==> config.mk <==
export PLATFORM = sky130hd
export DESIGN_NAME = dfill_buf_flat
export DESIGN_NICKNAME = d
export VERILOG_FILES = /design/src/rtl/dfill_buf_if.sv /design/src/rtl/dfill_buf.sv /design/src/flat_wrapper.sv
export SDC_FILE = /design/constraint.sdc
export NUM_CORES = 2
export LEC_CHECK = 0
export ABC_CLOCK_PERIOD_IN_PS = 60600
export CAP_MARGIN = 20
export CORE_AREA = 5 5 304 306
export DETAILED_ROUTE_END_ITERATION = 7
export DIE_AREA = 0 0 309 311
export SYNTH_ARGS = -nofsm -noshare
export SYNTH_HDL_FRONTEND = slang
export SYNTH_SLANG_ARGS = --single-unit
==> constraint.sdc <==
create_clock -name clk -period 60.6 [get_ports clk]
set_input_delay 6.06 -clock clk [delete_from_list [all_inputs] [get_ports clk]]
set_output_delay 6.06 -clock clk [all_outputs]
set_load 0.05 [all_outputs]
==> src/rtl/dfill_buf_if.sv <==
// dfill_buf_if: request, memory-beat and dsram-write signals of the line-fill buffer
interface dfill_buf_if #(
  parameter int ADDR_WIDTH = 13,
  parameter int WAYS = 4
);
  logic                  req_valid;
  logic                  req_ready;
  logic [ADDR_WIDTH-1:0] req_idx;
  logic [WAYS-1:0]       req_way;
  logic                  req_st;
  logic [31:0]           req_st_be;
  logic [255:0]          req_st_wd;
  logic                  mem_valid;
  logic                  mem_ready;
  logic [63:0]           mem_data;
  logic [ADDR_WIDTH-1:0] ds_aq;
  logic [31:0]           ds_be;
  logic [255:0]          ds_wd;
  logic [WAYS-1:0]       ds_write;
  logic                  done;
  logic                  busy;
  modport master (
    output req_valid, req_idx, req_way, req_st, req_st_be, req_st_wd, mem_valid, mem_data,
    input  req_ready, mem_ready, ds_aq, ds_be, ds_wd, ds_write, done, busy
  );
  modport slave (
    input  req_valid, req_idx, req_way, req_st, req_st_be, req_st_wd, mem_valid, mem_data,
    output req_ready, mem_ready, ds_aq, ds_be, ds_wd, ds_write, done, busy
  );
endinterface

==> src/rtl/dfill_buf.sv <==
// dfill_buf: collects four 64-bit beats, merges pending store bytes, and issues one full-line dsram write
module dfill_buf #(
  parameter int ADDR_WIDTH = 13,
  parameter int WAYS = 4
) (
  input logic        clk,
  input logic        reset,
  dfill_buf_if.slave bus
);
  typedef enum logic [1:0] {IDLE, FILL, WRITE} state_t;
  state_t                state_q, state_d;
  logic [1:0]            cnt_q, cnt_d;
  logic [ADDR_WIDTH-1:0] idx_q, idx_d, ds_aq_q, ds_aq_d;
  logic [WAYS-1:0]       way_q, way_d, ds_write_q, ds_write_d;
  logic [31:0]           st_be_q, st_be_d, ds_be_q, ds_be_d;
  logic [255:0]          st_wd_q, st_wd_d, line_q, line_d, ds_wd_q, ds_wd_d, merged;
  logic                  done_q, done_d, req_acc, beat_acc;
  assign req_acc  = bus.req_valid && state_q == IDLE;
  assign beat_acc = bus.mem_valid && state_q == FILL;
  always_comb begin
    line_d = line_q;
    if (beat_acc) line_d[{cnt_q, 6'd0} +: 64] = bus.mem_data;
  end
  always_comb begin
    merged = line_d;
    for (int i = 0; i < 32; i++) merged[8*i +: 8] = st_be_q[i] ? st_wd_q[8*i +: 8] : line_d[8*i +: 8];
  end
  always_comb begin
    state_d    = state_q == WRITE ? IDLE : state_q;
    cnt_d      = cnt_q;
    idx_d      = idx_q;
    way_d      = way_q;
    st_be_d    = st_be_q;
    st_wd_d    = st_wd_q;
    ds_aq_d    = ds_aq_q;
    ds_wd_d    = ds_wd_q;
    ds_be_d    = '0;
    ds_write_d = '0;
    done_d     = 1'b0;
    if (req_acc) begin
      state_d = FILL;
      cnt_d   = 2'd0;
      idx_d   = bus.req_idx;
      way_d   = bus.req_way;
      st_be_d = bus.req_st ? bus.req_st_be : 32'd0;
      st_wd_d = bus.req_st_wd;
    end
    if (beat_acc) begin
      cnt_d = cnt_q + 2'd1;
      // the write outputs are loaded on the last beat's edge so they are flop-driven during WRITE
      if (cnt_q == 2'd3) begin
        state_d    = WRITE;
        ds_aq_d    = idx_q;
        ds_wd_d    = merged;
        ds_be_d    = '1;
        ds_write_d = way_q;
        done_d     = 1'b1;
      end
    end
  end
  always_ff @(posedge clk or posedge reset) begin
    if (reset) begin
      state_q    <= IDLE;
      cnt_q      <= '0;
      idx_q      <= '0;
      way_q      <= '0;
      st_be_q    <= '0;
      st_wd_q    <= '0;
      line_q     <= '0;
      ds_aq_q    <= '0;
      ds_wd_q    <= '0;
      ds_be_q    <= '0;
      ds_write_q <= '0;
      done_q     <= 1'b0;
    end else begin
      state_q    <= state_d;
      cnt_q      <= cnt_d;
      idx_q      <= idx_d;
      way_q      <= way_d;
      st_be_q    <= st_be_d;
      st_wd_q    <= st_wd_d;
      line_q     <= line_d;
      ds_aq_q    <= ds_aq_d;
      ds_wd_q    <= ds_wd_d;
      ds_be_q    <= ds_be_d;
      ds_write_q <= ds_write_d;
      done_q     <= done_d;
    end
  end
  assign bus.req_ready = state_q == IDLE;
  assign bus.mem_ready = state_q == FILL;
  assign bus.busy      = state_q != IDLE;
  assign bus.ds_aq     = ds_aq_q;
  assign bus.ds_wd     = ds_wd_q;
  assign bus.ds_be     = ds_be_q;
  assign bus.ds_write  = ds_write_q;
  assign bus.done      = done_q;
endmodule

==> src/flat_wrapper.sv <==
// flat-port wrapper written by rule: the top's interface ports become plain ports
module dfill_buf_flat 
#(
  parameter int ADDR_WIDTH = 13,
  parameter int WAYS = 4
)
  (clk, reset, bus_req_valid, bus_req_idx, bus_req_way, bus_req_st, bus_req_st_be, bus_req_st_wd, bus_mem_valid, bus_mem_data, bus_req_ready, bus_mem_ready, bus_ds_aq, bus_ds_be, bus_ds_wd, bus_ds_write, bus_done, bus_busy);
  dfill_buf_if #(.ADDR_WIDTH(ADDR_WIDTH), .WAYS(WAYS)) bus_i ();
  input logic clk;
  input logic reset;
  input wire logic [$bits(bus_i.req_valid)-1:0] bus_req_valid;
  input wire logic [$bits(bus_i.req_idx)-1:0] bus_req_idx;
  input wire logic [$bits(bus_i.req_way)-1:0] bus_req_way;
  input wire logic [$bits(bus_i.req_st)-1:0] bus_req_st;
  input wire logic [$bits(bus_i.req_st_be)-1:0] bus_req_st_be;
  input wire logic [$bits(bus_i.req_st_wd)-1:0] bus_req_st_wd;
  input wire logic [$bits(bus_i.mem_valid)-1:0] bus_mem_valid;
  input wire logic [$bits(bus_i.mem_data)-1:0] bus_mem_data;
  output wire logic [$bits(bus_i.req_ready)-1:0] bus_req_ready;
  output wire logic [$bits(bus_i.mem_ready)-1:0] bus_mem_ready;
  output wire logic [$bits(bus_i.ds_aq)-1:0] bus_ds_aq;
  output wire logic [$bits(bus_i.ds_be)-1:0] bus_ds_be;
  output wire logic [$bits(bus_i.ds_wd)-1:0] bus_ds_wd;
  output wire logic [$bits(bus_i.ds_write)-1:0] bus_ds_write;
  output wire logic [$bits(bus_i.done)-1:0] bus_done;
  output wire logic [$bits(bus_i.busy)-1:0] bus_busy;
  assign bus_i.req_valid = bus_req_valid;
  assign bus_i.req_idx = bus_req_idx;
  assign bus_i.req_way = bus_req_way;
  assign bus_i.req_st = bus_req_st;
  assign bus_i.req_st_be = bus_req_st_be;
  assign bus_i.req_st_wd = bus_req_st_wd;
  assign bus_i.mem_valid = bus_mem_valid;
  assign bus_i.mem_data = bus_mem_data;
  assign bus_req_ready = bus_i.req_ready;
  assign bus_mem_ready = bus_i.mem_ready;
  assign bus_ds_aq = bus_i.ds_aq;
  assign bus_ds_be = bus_i.ds_be;
  assign bus_ds_wd = bus_i.ds_wd;
  assign bus_ds_write = bus_i.ds_write;
  assign bus_done = bus_i.done;
  assign bus_busy = bus_i.busy;
  dfill_buf #(.ADDR_WIDTH(ADDR_WIDTH), .WAYS(WAYS)) u_core (.clk(clk), .reset(reset), .bus(bus_i));
endmodule
==> key figures <==
Critical path
  • Arrival time worst endpoint: 9.80 ns
  • Critical Path RT: between 60 and 70 ns
  • Worst setup SP type: input pin
  • Worst r2r path cells: 7
  • R2r setup slk: 56.10 ns
  • CP Max Fanout: 91
  • Critical Path, Cell by Cell: clkdlybuf4s50_1 > and3b_1 > nand2_8 > buf_4 > buf_4 > nor2_1 > a211o_1
  • Worst-path cell with the longest stage delay: buf_4
  • Critical path endpoint category: flip-flop
  • Crit path top cell by count: buf_4
  • Max stage delay on crit path: just under 0.8 ns
  • Worst Path Class, Setup: in2reg

Timing
  • Clock skew: approximately 0.024 ns
  • Hold WS: around 0.47 ns
  • Maximum clock frequency: 108 MHz
  • RSZ-0062 raised after global routing: false
  • Setup_tns: 0 ns
  • Slew HR: 21.9%
  • Final count of hold timing violations: 0
  • Worst-Margin Slew: 1.17 ns
  • Final min period: 9.28 ns
  • Pins over their slew limit: 0
  • Fin crit share: 15.3%
  • Setup-failing EPs final: 0

Run
  • Max Cap Viol: 0

Logic synthesis
  • Post-Synth Adder-Cell Area: 0.212%
  • Synth Area in Compound Gates: 8.91%
  • Synth Cell Area: 0.0354 mm^2
  • Ys Warns: 0
  • Fraction of registers with async set/reset: 100%
  • XOR/XNOR share of the synthesized area: 0%
  • Sequential share of the synthesized area: between 50% and 60%
  • Mean Syn Cell Area: 10.7 um^2
  • Number of flops mapped to enable cells by yosys: 0
  • Mux cell area share after synthesis: 6.94%
  • Cells after Synth: between 3000 and 4000
  • Primary FF master, synth: dfrtp_1
  • Distinct cells, synth: 41
  • Synthesis-stage register bit count: approximately 840
  • Simple-gate share of the synthesized area: 20.5%
  • Synthesized Nets: 3696
  • Main combinational cell family by area after synthesis: simple AND/OR/NAND/NOR gates

Floorplan
  • Die Width: 309 um
  • Row count: 110
  • Top Ports: ~680
  • Die Y: 311 um
  • Core area: 0.0893 mm^2
  • Starting Density: slightly below 40%
  • Full die area: 0.0961 mm^2

Final layout
  • FILL cells: 8088
  • Area of the multi-input gates: between 0.01 and 0.015 mm^2
  • Area added between synthesis and finish: 29.8%
  • Fraction of layout instances using a drive strength above 1: 9.42%
  • Layout Nets: between 4000 and 5000
  • Post-Layout Inst Area: approximately 0.046 mm^2
  • Sequential cell area: 0.0210 mm^2

Power and ir drop
  • Combinational power share: 35.4%
  • Internal power: 1.43 mW
  • Peak supply drop: 0.0000492 V
  • Sw Share: 38.6%
  • Leak Pwr: 23.0 nW
  • Sw power: 0.899 mW
  • Seq pwr share: 39.3%
  • Pwr/cell area: 50.8 mW/mm^2
  • Clock Power Share: 25.3%

Global route
  • Largest net degree at the start of global routing: approximately 180
  • Gr usage total: 23.7%
  • Initial antenna violation count: 20
  • Number of global-route vias before repair: 27380
  • Total grt overflow: 0
  • First-pass GRT wire length: roughly 180 mm

Outcome
  • Status: complete, no violations

Clocking
  • CTS Sinks: 839
  • Clock Tree Root: clkbuf_16
  • Clock Latency Late Sink: 0.65 ns
  • Clk buf depth: 3
  • Setup bufs post-CTS: 0
  • H-tree level count: 3
  • TritonCTS Buffers: 94
  • CTS tree: done
  • CTS resizes: 0
  • Hold_buf cts: 0
  • Clock-pin slew on the worst setup and hold paths: ~0.06 ns

Placement
  • Routability cong.: 0.816
  • Placed cell area: approximately 0.043 mm^2
  • HPWL Detailed: 78.2 mm
  • IO buf count: 682

Routing
  • # DRC: 0
  • Vias per cell: 5.18
  • First-pass iteration count of the detailed router: 8
  • Final antenna-violating net count: 0
  • Drt initial violations: 1858
  • Vias: between 20000 and 30000
  • Total wire length: 117 mm
  • DR WL/cell: around 23 um

Worst hold path
  • Worst hold path class: reg2reg
  • Hold Path Cell Cnt: 2
-- sequential cells by signal (all words and copies together), names as in the netlist --
signal               cells
u_core.cnt_q             2
u_core.way_q             4
u_core.state_q           2
u_core.bus.ds_write      4
u_core.bus.ds_be         1
u_core.st_be_q          32
u_core.bus.ds_wd       256
u_core.idx_q            13
u_core.line_q          256
u_core.st_wd_q         256
u_core.bus.ds_aq        13
-- Yosys cell counts, types with 10 or more instances --
master | instances | area [um^2]
buf_4 | 43 | 323
o21ai_1 | 10 | 50.1
mux2_2 | 122 | 1370
buf_6 | 12 | 135
a211o_1 | 117 | 1020
a22o_1 | 63 | 552
and2_0 | 27 | 169
and2_1 | 91 | 569
and4b_1 | 63 | 631
nand2_1 | 1073 | 4030
buf_2 | 73 | 365
and3_1 | 121 | 757
nor4bb_1 | 60 | 601
a22o_2 | 55 | 551
o21ai_0 | 141 | 706
nor2_1 | 33 | 124
inv_1 | 20 | 75.1
buf_1 | 21 | 78.8
mux2i_1 | 108 | 1080
nand3_1 | 45 | 225
o211ai_1 | 12 | 90.1
dfrtp_1 | 839 | 21000
clkbuf_1 | 119 | 447
-- area by class of cell --
cell class / instances / share of cell area (%)
Antenna cell: 10 / 0.0545
Clock buffer: 142 / 6.16
Clock inverter: 25 / 0.864
Inverter: 21 / 0.199
Multi-Input combinational cell: 2187 / 28.3
Sequential cell: 839 / 45.7
Tap cell: 1176 / 3.21
Timing Repair Buffer: 714 / 15.5
-- per-stage QoR --
step | power (mW) | utilization, % | instances | setup WS [ns]
final | 2.33 | 51.4 | 5114 | 51.32
after global routing | 2.46 | 51.4 | 5107 | 51.00
after CTS | 2.35 | 51.4 | 5104 | 51.37
after detailed placement | 1.75 | 47.8 | 4937 | 50.67
after global placement | 1.74 | 47.8 | 4937 | 50.75
after floorplan | 1.45 | - | 3316 | 30.97
-- routing by layer --
metal	vias to the layer above	global-route usage, %	share of wire (%)
li1	12316	-	-
met1	13185	32.1	43
met2	804	37.3	46
met3	188	6.42	7.3
met4	18	7.71	3.2
met5	-	0	0.10
-- worst max-delay path, delay by kind of cell --
kind            cells  cell delay (ns)
buf+inv             3             2.05
simple gates        3             1.18
compound gates      1             0.37
-- final timing paths --
check,start,end
max,bus_mem_valid,u_core.bus.ds_wd[42]$_DFFE_PP0P_
min,u_core.st_wd_q[134]$_DFFE_PP0P_,u_core.st_wd_q[134]$_DFFE_PP0P_
max reg2reg,u_core.cnt_q[0]$_DFFE_PP0P_,u_core.bus.ds_wd[252]$_DFFE_PP0P_
min reg2reg,u_core.st_wd_q[134]$_DFFE_PP0P_,u_core.st_wd_q[134]$_DFFE_PP0P_
max in group asynchronous,reset,u_core.st_wd_q[250]$_DFFE_PP0P_
min in group asynchronous,reset,u_core.st_wd_q[222]$_DFFE_PP0P_
-- power by group through the flow --
stage                     clock [mW]  sequential (mW)  combinational, mW
final                          0.591            0.916              0.824
after global routing           0.626            0.941              0.892
after CTS                      0.602            0.915              0.835
after detailed placement           0            0.924              0.830
after global placement             0            0.920              0.822
after floorplan                    0             1.03              0.418
-- cell usage in the layout, fill, tap and decap left out, types with 11 or more instances in the layout --
| cell type | synthesis | final |
|---|---|---|
| a22o_1 | 63 | 63 |
| o211ai_1 | 12 | 12 |
| mux2i_1 | 108 | 108 |
| clkinv_2 | 0 | 11 |
| dfrtp_1 | 839 | 838 |
| nand3_1 | 45 | 45 |
| and2_0 | 27 | 27 |
| and3_1 | 121 | 121 |
| nand2_1 | 1073 | 1072 |
| inv_1 | 20 | 19 |
| buf_4 | 43 | 29 |
| and4b_1 | 63 | 61 |
| a211o_1 | 117 | 117 |
| mux2_2 | 122 | 122 |
| clkbuf_8 | 0 | 23 |
| a22o_2 | 55 | 55 |
| nor2_1 | 33 | 33 |
| clkbuf_1 | 119 | 22 |
| nor4bb_1 | 60 | 60 |
| o21ai_0 | 141 | 141 |
| clkbuf_16 | 0 | 97 |
| and2_1 | 91 | 90 |
| clkdlybuf4s50_1 | 0 | 681 |
-- kinds of logic (layout without fill, tap and decap cells) --
family	after synthesis	count (layout)
other	0	10
and+or+nand+nor	1531	1531
AOI/OAI and AO/OA	420	420
buffers and inverters	290	902
adders and majority gates	6	6
DFF	839	839
muxes	230	230
No activity file was read; power rests on OpenSTA's default activity.
